## config.mk

```make
export PLATFORM = sky130hd
export DESIGN_NAME = entity_mover
export DESIGN_NICKNAME = d
export VERILOG_FILES = /design/src/rtl/pacman_pkg.sv /design/src/rtl/frame_edge.sv /design/src/rtl/entity_mover.sv
export SDC_FILE = /design/constraint.sdc
export NUM_CORES = 1
export LEC_CHECK = 0
export BUFFER_PORTS_ARGS = -buffer_cell sky130_fd_sc_hd__clkbuf_2
export CAP_MARGIN = 10
export CORE_UTILIZATION = 53
export CTS_BUF_LIST = sky130_fd_sc_hd__clkbuf_16
export DETAILED_ROUTE_END_ITERATION = 7
export GPL_ROUTABILITY_DRIVEN = 0
export HOLD_SLACK_MARGIN = 0.05
export PLACE_DENSITY = 0.8
export SETUP_SLACK_MARGIN = 0.3
export SLEW_MARGIN = 20
export SYNTH_ARGS = -nofsm -noshare
export SYNTH_HDL_FRONTEND = slang
export SYNTH_SLANG_ARGS = --single-unit
export TNS_END_PERCENT = 100
```

## constraint.sdc

```tcl
create_clock -name Clk -period 2.6 [get_ports Clk]
set_input_delay 0.26 -clock Clk [delete_from_list [all_inputs] [get_ports Clk]]
set_output_delay 0.26 -clock Clk [all_outputs]
set_load 0.02 [all_outputs]
```

## src/rtl/pacman_pkg.sv

```systemverilog
// Shared types and constants for the maze entity movers.
// Holds the horizontal step helper used with or without tunnel wrap.
package pacman_pkg;

  typedef enum logic [1:0] {
    UP    = 2'b00,
    LEFT  = 2'b01,
    DOWN  = 2'b10,
    RIGHT = 2'b11
  } dir_t;

  typedef enum logic [1:0] {
    StIdle,
    StChkReq,
    StChkCur,
    StStep
  } mover_state_e;

  localparam int unsigned TILE_PX   = 8;
  localparam int unsigned MAZE_W_PX = 224;

  // Horizontal step of spd pixels; saturates at the maze edges unless wrap is set.
  function automatic logic [9:0] step_x(input logic [9:0] x, input logic [1:0] spd,
                                        input logic right, input logic wrap);
    logic [10:0] sum;
    logic [9:0]  res;
    sum = '0;
    if (right) begin
      sum = {1'b0, x} + {9'd0, spd};
      if (sum >= 11'(MAZE_W_PX)) begin
        res = wrap ? 10'(sum - 11'(MAZE_W_PX)) : 10'(MAZE_W_PX - 1);
      end else begin
        res = sum[9:0];
      end
    end else begin
      if (x < {8'd0, spd}) begin
        res = wrap ? 10'(MAZE_W_PX) - ({8'd0, spd} - x) : 10'd0;
      end else begin
        res = x - {8'd0, spd};
      end
    end
    return res;
  endfunction

endpackage

```

## src/rtl/frame_edge.sv

```systemverilog
// Synchronises the raw frame clock into the system domain and emits a
// one-cycle tick on each rising edge.
module frame_edge (
  input  logic clk_i,
  input  logic rst_i,
  input  logic frame_clk_i,
  output logic tick_o
);

  logic sync1_q, sync2_q, prev_q;
  logic sync1_d, sync2_d, prev_d;

  always_comb begin
    sync1_d = frame_clk_i;
    sync2_d = sync1_q;
    prev_d  = sync2_q;
  end

  always_ff @(posedge clk_i or posedge rst_i) begin
    if (rst_i) begin
      sync1_q <= 1'b0;
      sync2_q <= 1'b0;
      prev_q  <= 1'b0;
    end else begin
      sync1_q <= sync1_d;
      sync2_q <= sync2_d;
      prev_q  <= prev_d;
    end
  end

  assign tick_o = sync2_q & ~prev_q;

endmodule

```

## src/rtl/entity_mover.sv

```systemverilog
// Moves one maze entity a step per frame tick after consulting the wall checker.
// Define TUNNEL_WRAP_EN to wrap X through the side tunnel instead of saturating.
module entity_mover
  import pacman_pkg::*;
#(
  parameter logic [2:0] ENTITY    = 3'd1,
  parameter logic [9:0] START_X   = 10'd116,
  parameter logic [9:0] START_Y   = 10'd188,
  parameter logic [1:0] START_DIR = 2'b01,
  parameter logic [1:0] SPEED     = 2'd1
) (
  input  logic       Clk,
  input  logic       Reset,
  input  logic       frame_clk,
  input  logic       req_valid,
  input  logic [1:0] req_dir,
  input  logic       allowed,
  output logic [2:0] query_entity,
  output logic [9:0] query_x,
  output logic [9:0] query_y,
  output logic [1:0] query_dir,
  output logic [9:0] posX,
  output logic [9:0] posY,
  output logic [1:0] cur_dir,
  output logic       moving,
  output logic       step_done,
  output logic       overrun
);

`ifdef TUNNEL_WRAP_EN
  localparam logic WrapEn = 1'b1;
`else
  localparam logic WrapEn = 1'b0;
`endif

  logic tick;

  frame_edge u_frame_edge (
    .clk_i       (Clk),
    .rst_i       (Reset),
    .frame_clk_i (frame_clk),
    .tick_o      (tick)
  );

  mover_state_e state_q, state_d;
  logic [9:0]   pos_x_q, pos_x_d;
  logic [9:0]   pos_y_q, pos_y_d;
  dir_t         cur_dir_q, cur_dir_d;
  dir_t         pend_dir_q, pend_dir_d;
  logic         pending_q, pending_d;
  logic         moving_q, moving_d;
  logic         step_done_q, step_done_d;
  logic         overrun_q, overrun_d;
  dir_t         query_dir_c;

  always_comb begin
    state_d     = state_q;
    pos_x_d     = pos_x_q;
    pos_y_d     = pos_y_q;
    cur_dir_d   = cur_dir_q;
    moving_d    = moving_q;
    step_done_d = 1'b0;
    overrun_d   = tick && (state_q != StIdle);
    query_dir_c = cur_dir_q;
    // A fresh strobe always lands in the pending slot, even while one is being accepted.
    pend_dir_d  = req_valid ? dir_t'(req_dir) : pend_dir_q;
    pending_d   = pending_q | req_valid;

    unique case (state_q)
      StIdle: begin
        if (tick) begin
          state_d = pending_q ? StChkReq : StChkCur;
        end
      end
      StChkReq: begin
        query_dir_c = pend_dir_q;
        if (allowed) begin
          cur_dir_d = pend_dir_q;
          pending_d = req_valid;
          moving_d  = 1'b1;
          state_d   = StStep;
        end else begin
          state_d = StChkCur;
        end
      end
      StChkCur: begin
        if (allowed) begin
          moving_d = 1'b1;
          state_d  = StStep;
        end else begin
          moving_d = 1'b0;
          state_d  = StIdle;
        end
      end
      StStep: begin
        unique case (cur_dir_q)
          UP:    pos_y_d = pos_y_q - {8'd0, SPEED};
          DOWN:  pos_y_d = pos_y_q + {8'd0, SPEED};
          LEFT:  pos_x_d = step_x(pos_x_q, SPEED, 1'b0, WrapEn);
          RIGHT: pos_x_d = step_x(pos_x_q, SPEED, 1'b1, WrapEn);
          default: ;
        endcase
        step_done_d = 1'b1;
        state_d     = StIdle;
      end
      default: state_d = StIdle;
    endcase
  end

  always_ff @(posedge Clk or posedge Reset) begin
    if (Reset) begin
      state_q     <= StIdle;
      pos_x_q     <= START_X;
      pos_y_q     <= START_Y;
      cur_dir_q   <= dir_t'(START_DIR);
      pend_dir_q  <= UP;
      pending_q   <= 1'b0;
      moving_q    <= 1'b0;
      step_done_q <= 1'b0;
      overrun_q   <= 1'b0;
    end else begin
      state_q     <= state_d;
      pos_x_q     <= pos_x_d;
      pos_y_q     <= pos_y_d;
      cur_dir_q   <= cur_dir_d;
      pend_dir_q  <= pend_dir_d;
      pending_q   <= pending_d;
      moving_q    <= moving_d;
      step_done_q <= step_done_d;
      overrun_q   <= overrun_d;
    end
  end

  assign query_entity = ENTITY;
  assign query_x      = pos_x_q;
  assign query_y      = pos_y_q;
  assign query_dir    = query_dir_c;
  assign posX         = pos_x_q;
  assign posY         = pos_y_q;
  assign cur_dir      = cur_dir_q;
  assign moving       = moving_q;
  assign step_done    = step_done_q;
  assign overrun      = overrun_q;

endmodule

```

==> flow_summary.ini, run 1 <==
[placed_design]
portBuffers = 53
dp.cells = 330
dpl.hpwl_mm = 3.41

[yosys]
syn_avg_cell_area_um2 = 8.90
synth_area_mm2 = 0.00226
synth_seq_area_share_pct = 37.1
ys_async_sr_fraction_pct = 100
ys.flop_type = dfrtp_1
netlist-cell-type-count = 53
synth-edff-count = 0
synthTopCellsByArea = dfrtp_1, dfstp_2, buf_4, ha_1, o21ai_0
ys_ff_latch = 33
syn_inst = 254
ys_warn_count = 0
post-synth-top-area-cell = dfrtp_1
synth_top_cell_area_share_pct = 25.5

[cts]
cts_buffers = 5
path_clk_slew_ns = 0.05
cts-htree-levels = 2
cts.sinks = 33
clkLatencyLatePin_ns = 0.27
tritoncts = built
root_buffer = clkbuf_16
cts_buffer_depth = 2

[timing]
hold_viol_final = 0
setup-violations-final = 0
clock-skew-final_ns = 0.00221
worst_slew_pin_slew_ns = 0.911
rsz0062_at_grt = yes
relSlewSlack_pct = 38.9
fin_tns_setup_ns = 0
drv_slew = 0
finalCritPeriodShare_pct = 86.8
post-route-min-period_ns = 2.26
max_freq_ghz = 0.443

[die]
start_util_pct = 55.7
die_area_mm2 = 0.00453
row_count = 23
dieHeight_um = 67.3
num_io_pins = 57
core_area_mm2 = 0.00406
fp.dieW_um = 67.3

[layout]
antenna_cells = 0
layout-drive-gt1-share_pct = 36.1
nets = 316
final_cell_count_no_fill = 349
syn2layout_area_growth_pct = 19.1

[run_status]
status = complete, no violations

[route]
vias = 1985
dr.pass1.iters = 4
detail-route-antenna-nets = 0
drc = 0
dr.first_iter.drc_count = 194
via_per_inst = 5.69
avgRoutedWirePerCell_um = 14.2
drt_wl_total_mm = 4.96

[grt]
grt_max_degree = 27
overflow = 0
grt_pass1_wl_mm = 7.67
antenna_found_initial = 0
grt_use_total_pct = 22.7
grt_pass1_vias = 1746

[worst_setup_path]
worstSetupPathType = reg2reg
start_kind = flop
r2r_slack_ns = 0.34
crit_required_ns = 2.72
crit_arrival_ns = 2.38
critPathCaptureType = flop
critical_path_peak_fanout = 7

[pwr]
p_sw_mw = 2.08
seqPwrFrac_pct = 25.7
clockPowerShare_pct = 12.7
p_total_mw = 4.30
vdd_drop_max_mv = 1.21
comb_power_share_pct = 61.6
p_leak_nw = 1.25
pwr_density_cell_mw_per_mm2 = 1600
switching_share_pct = 48.5
p_int_mw = 2.22

[worst_hold_path]
hold_class = in2async

[flow_run]
maxCapViolations = 0
-- final cells by class --
type | count | area [um^2]
inverters | 15 | 56.3
fillers | 315 | 1370
multi-input cells | 174 | 1210
well taps | 50 | 62.6
repair buffers | 69 | 385
clock buffers | 5 | 125
flip-flops and latches | 33 | 841
clock inverters | 3 | 12.5
-- synth_stat cells (3+ instances only) --
cell / instances
nor3_1: 7
dfstp_2: 10
nand2_1: 18
mux2_2: 7
a31oi_1: 3
nand4_1: 3
clkbuf_1: 8
xnor2_1: 9
nand2b_1: 5
nand3_1: 7
a21oi_1: 13
o21ai_0: 23
a21o_1: 4
a211oi_1: 3
nor3b_1: 3
inv_1: 15
nor2_1: 15
xor2_1: 4
dfrtp_1: 23
buf_4: 24
ha_1: 10
-- metal layers --
layer | up-vias | global-route usage [%] | part of all wire [%]
met5 | - | 0 | 0
met4 | 0 | 9.84 | 1.2
met2 | 73 | 37.5 | 51
met1 | 942 | 28.2 | 42
met3 | 6 | 5.24 | 5.9
li1 | 964 | - | -
-- final timing paths --
check | endpoint | start | cells past startpoint
worst max-delay path | posY[8] | cur_dir[0] | 9
worst max register to register | posY[8] | cur_dir[0] | 9
min in group Clk | u_frame_edge.sync1_q | frame_clk | 1
worst min-delay path | posY[8] | Reset | 2
max in group asynchronous | posX[3] | Reset | 3
worst min register to register | u_frame_edge.prev_d | u_frame_edge.sync1_q | 0
-- power groups by stage --
stage,sequential (mW),clock (mW),combinational [mW]
after global placement,1.08,0,2.32
final,1.11,0.546,2.65
after detailed placement,1.10,0,2.37
after CTS,1.09,0.560,2.43
after global routing,1.15,0.578,2.90
after floorplan,1.22,0,1.81
-- cells by family (layout without fill, tap and decap cells) --
| group | Yosys count | count (layout) | share of synthesized area [%] |
|---|---|---|---|
| adder cells (fa/ha/maj) | 11 | 11 | 6.42 |
| buffers and inverters | 48 | 92 | 12.0 |
| other | 2 | 3 | 0.332 |
| XOR/XNOR | 13 | 13 | 5.04 |
| AO/OA/AOI/OAI | 66 | 66 | 18.3 |
| flip-flops | 33 | 33 | 37.1 |
| AND/OR/NAND/NOR | 72 | 72 | 16.5 |
| multiplexers | 9 | 9 | 4.37 |
-- critical path, stage by stage (launching register included) --
cell	delay (ns)
dfstp_2	0.38
nand2b_4	0.17
buf_4	0.15
fa_2	0.34
a21o_1	0.19
a21oi_2	0.15
o21ai_1	0.10
a31oi_1	0.27
mux2i_1	0.22
o311ai_0	0.14
-- metrics by stage --
stage	hold WS (ns)	area (um^2)	utilization [%]	setup slack, ns
floorplan	0.291	2270	-	0.337
global placement	0.337	2420	59.6	0.282
detailed placement	0.340	2420	59.6	0.180
CTS	0.0855	2580	63.6	0.284
global route	0.0893	2690	66.4	0.190
finish	0.0507	2690	66.4	0.342
-- timing repair --
action,in CTS,in global routing
setup endpoints to repair,5,8
resized for setup,3,8
cloned,0,0
pin swaps,2,6
buffers inserted,1,10
hold buffers,0,0
-- registers in the layout, summed over array words and instances (netlist names) --
signal                cells
pending_q                 1
cur_dir                   2
state_q                   2
overrun                   1
step_done                 1
u_frame_edge.prev_d       1
moving                    1
u_frame_edge.prev_q       1
posY                     10
posX                     10
u_frame_edge.sync1_q      1
pend_dir_q                2
-- placed cells by master, fill, tap and decap left out, types with 10 or more instances in the layout --
master,synthesis,layout
a21oi_1,13,11
buf_4,24,16
clkbuf_2,0,53
dfrtp_1,23,21
dfstp_2,10,10
inv_1,15,14
nand2_1,18,18
nor2_1,15,15
o21ai_0,23,22
No activity file was read; power rests on OpenSTA's default activity.
==> run 2, diff against run 1 <==
ABC_CLOCK_PERIOD_IN_PS = 2600   (was default)
REMOVE_ABC_BUFFERS = 1   (was default)
==> flow_summary.ini, run 2 (synthesis gave the netlist of run 1 again) <==
[run_status]
status = complete, no violations

[worst_setup_path]
path_buf_inv = 1
critPathCaptureType = flop
cp_cell_sequence = nand4_2 -> or4_1 -> a222oi_1 -> buf_4 -> nor3_1 -> o221a_1 -> a21oi_2
rr_worst_depth = 7
r2r_slack_ns = 0.35
crit_arrival_ns = 2.45
critPathSlowestCell = dfstp_2
worstSetupPathType = reg2reg
cpPeakStageDelay_ns = 0.59
crit_required_ns = 2.81
start_kind = flop
rr_endpoint = posX[1]
worstReg2RegStart = posX[5]
critical_path.top_delay_family = compound AO/OA/AOI/OAI gates
critical_path_peak_fanout = 7

[die]
fp.dieW_um = 67.3
die_area_mm2 = 0.00453
dieHeight_um = 67.3
core_area_mm2 = 0.00406
start_util_pct = 55.7
row_count = 23
num_io_pins = 57

[timing]
relSlewSlack_pct = 55.2
hold_viol_final = 0
whs_ns = 0.0394
rsz0062_at_grt = no
setup-violations-final = 0
worst_slew_pin_slew_ns = 0.671
post-route-min-period_ns = 2.25
fin_tns_setup_ns = 0
clock-skew-final_ns = 0.00524
finalCritPeriodShare_pct = 86.4
max_freq_ghz = 0.445
drv_slew = 0

[layout]
final_common_cell = clkbuf_2
layout-drive-gt1-share_pct = 35.6
final_cell_mix = clkbuf_2, dfrtp_1, o21ai_0
syn2layout_area_growth_pct = 17.5
n_fill_cell = 319
fin_area_mm2 = 0.00266
antenna_cells = 0
fin_util_pct = 65.5
nets = 312

[grt]
grt_use_total_pct = 22.8
antenna_found_initial = 0
gr-usage-met3_pct = 4.22
overflow = 0
grt_util_met2_pct = 37.4
grt_pass1_vias = 1726
grt_max_degree = 34
grt.busiest_layer = met2
use_met1_pct = 29.4
grt_pass1_wl_mm = 7.73

[cts]
root_buffer = clkbuf_16
cts_hold_buf = 0
cts_buffers = 5
clkLatencyLatePin_ns = 0.28
cts.sinks = 33
path_clk_slew_ns = 0.05
cts-htree-levels = 2
tritoncts = built
cts_buffer_depth = 2

[route]
drc = 0
drt_wl_total_mm = 4.81
dr.first_iter.drc_count = 121
dr.pass1.iters = 4
vias = 1947
via_per_inst = 5.64
avgRoutedWirePerCell_um = 13.9
detail-route-antenna-nets = 0

[pwr]
p_leak_nw = 1.24
pwr_density_cell_mw_per_mm2 = 1600
vdd_drop_max_mv = 1.07
p_total_mw = 4.26

[placed_design]
placed_area_mm2 = 0.00243
dpl.hpwl_mm = 3.28
portBuffers = 53

[flow_run]
maxCapViolations = 0

[worst_hold_path]
hold_class = in2async
## run 2: per-stage QoR
step	cells	setup WS (ns)
6_report	345	0.355
3_3_place_gp	332	0.161
5_1_grt	345	0.281
4_1_cts	342	0.305
3_5_place_dp	332	0.0384
2_1_floorplan	222	0.209
## run 2: power by group
part	switching [mW]	total, mW	internal (mW)	leakage, nW
Clock	0.213	0.560	0.347	0.0748
Sequential	0.292	1.07	0.775	0.379
Combinational	1.56	2.64	1.07	0.783
Total	2.07	4.26	2.20	1.24
## run 2: worst min-delay path, stage by stage
cell and delay (ns):
clkbuf_2 0.08, inv_1 0.04, buf_4 0.36
## run 2: layout make-up
class	count	area (um^2)	area share, %
clock buffer	5	125	4.71
multi-input combinational	174	1210	45.5
sequential	33	838	31.6
inverter	15	56.3	2.12
clock inverter	3	13.8	0.518
tap	50	62.6	2.36
timing repair buffer	65	353	13.3
## run 2: timing repair
action,4_1_cts,5_1_grt
buffers inserted,2,3
setup endpoints to repair,4,6
resized for setup,4,9
pin swaps,1,3
## run 2: metal layers
metal / vias to the layer above / wire length (um)
li1: 950 / -
met1: 928 / 2200
met2: 63 / 2330
met3: 6 / 212
met4: 0 / 63
met5: - / 0
## run 2: worst max path at each step
stage	from	slack, ns	end	cells after the start
final	posX[5]	0.35	posX[1]	7
after global routing	cur_dir[0]	0.28	posY[8]	8
after CTS	cur_dir[0]	0.30	posY[8]	8
after detailed placement	cur_dir[0]	0.04	posY[8]	8
after global placement	cur_dir[0]	0.16	posY[8]	8
after floorplan	cur_dir[1]	0.21	posY[8]	8
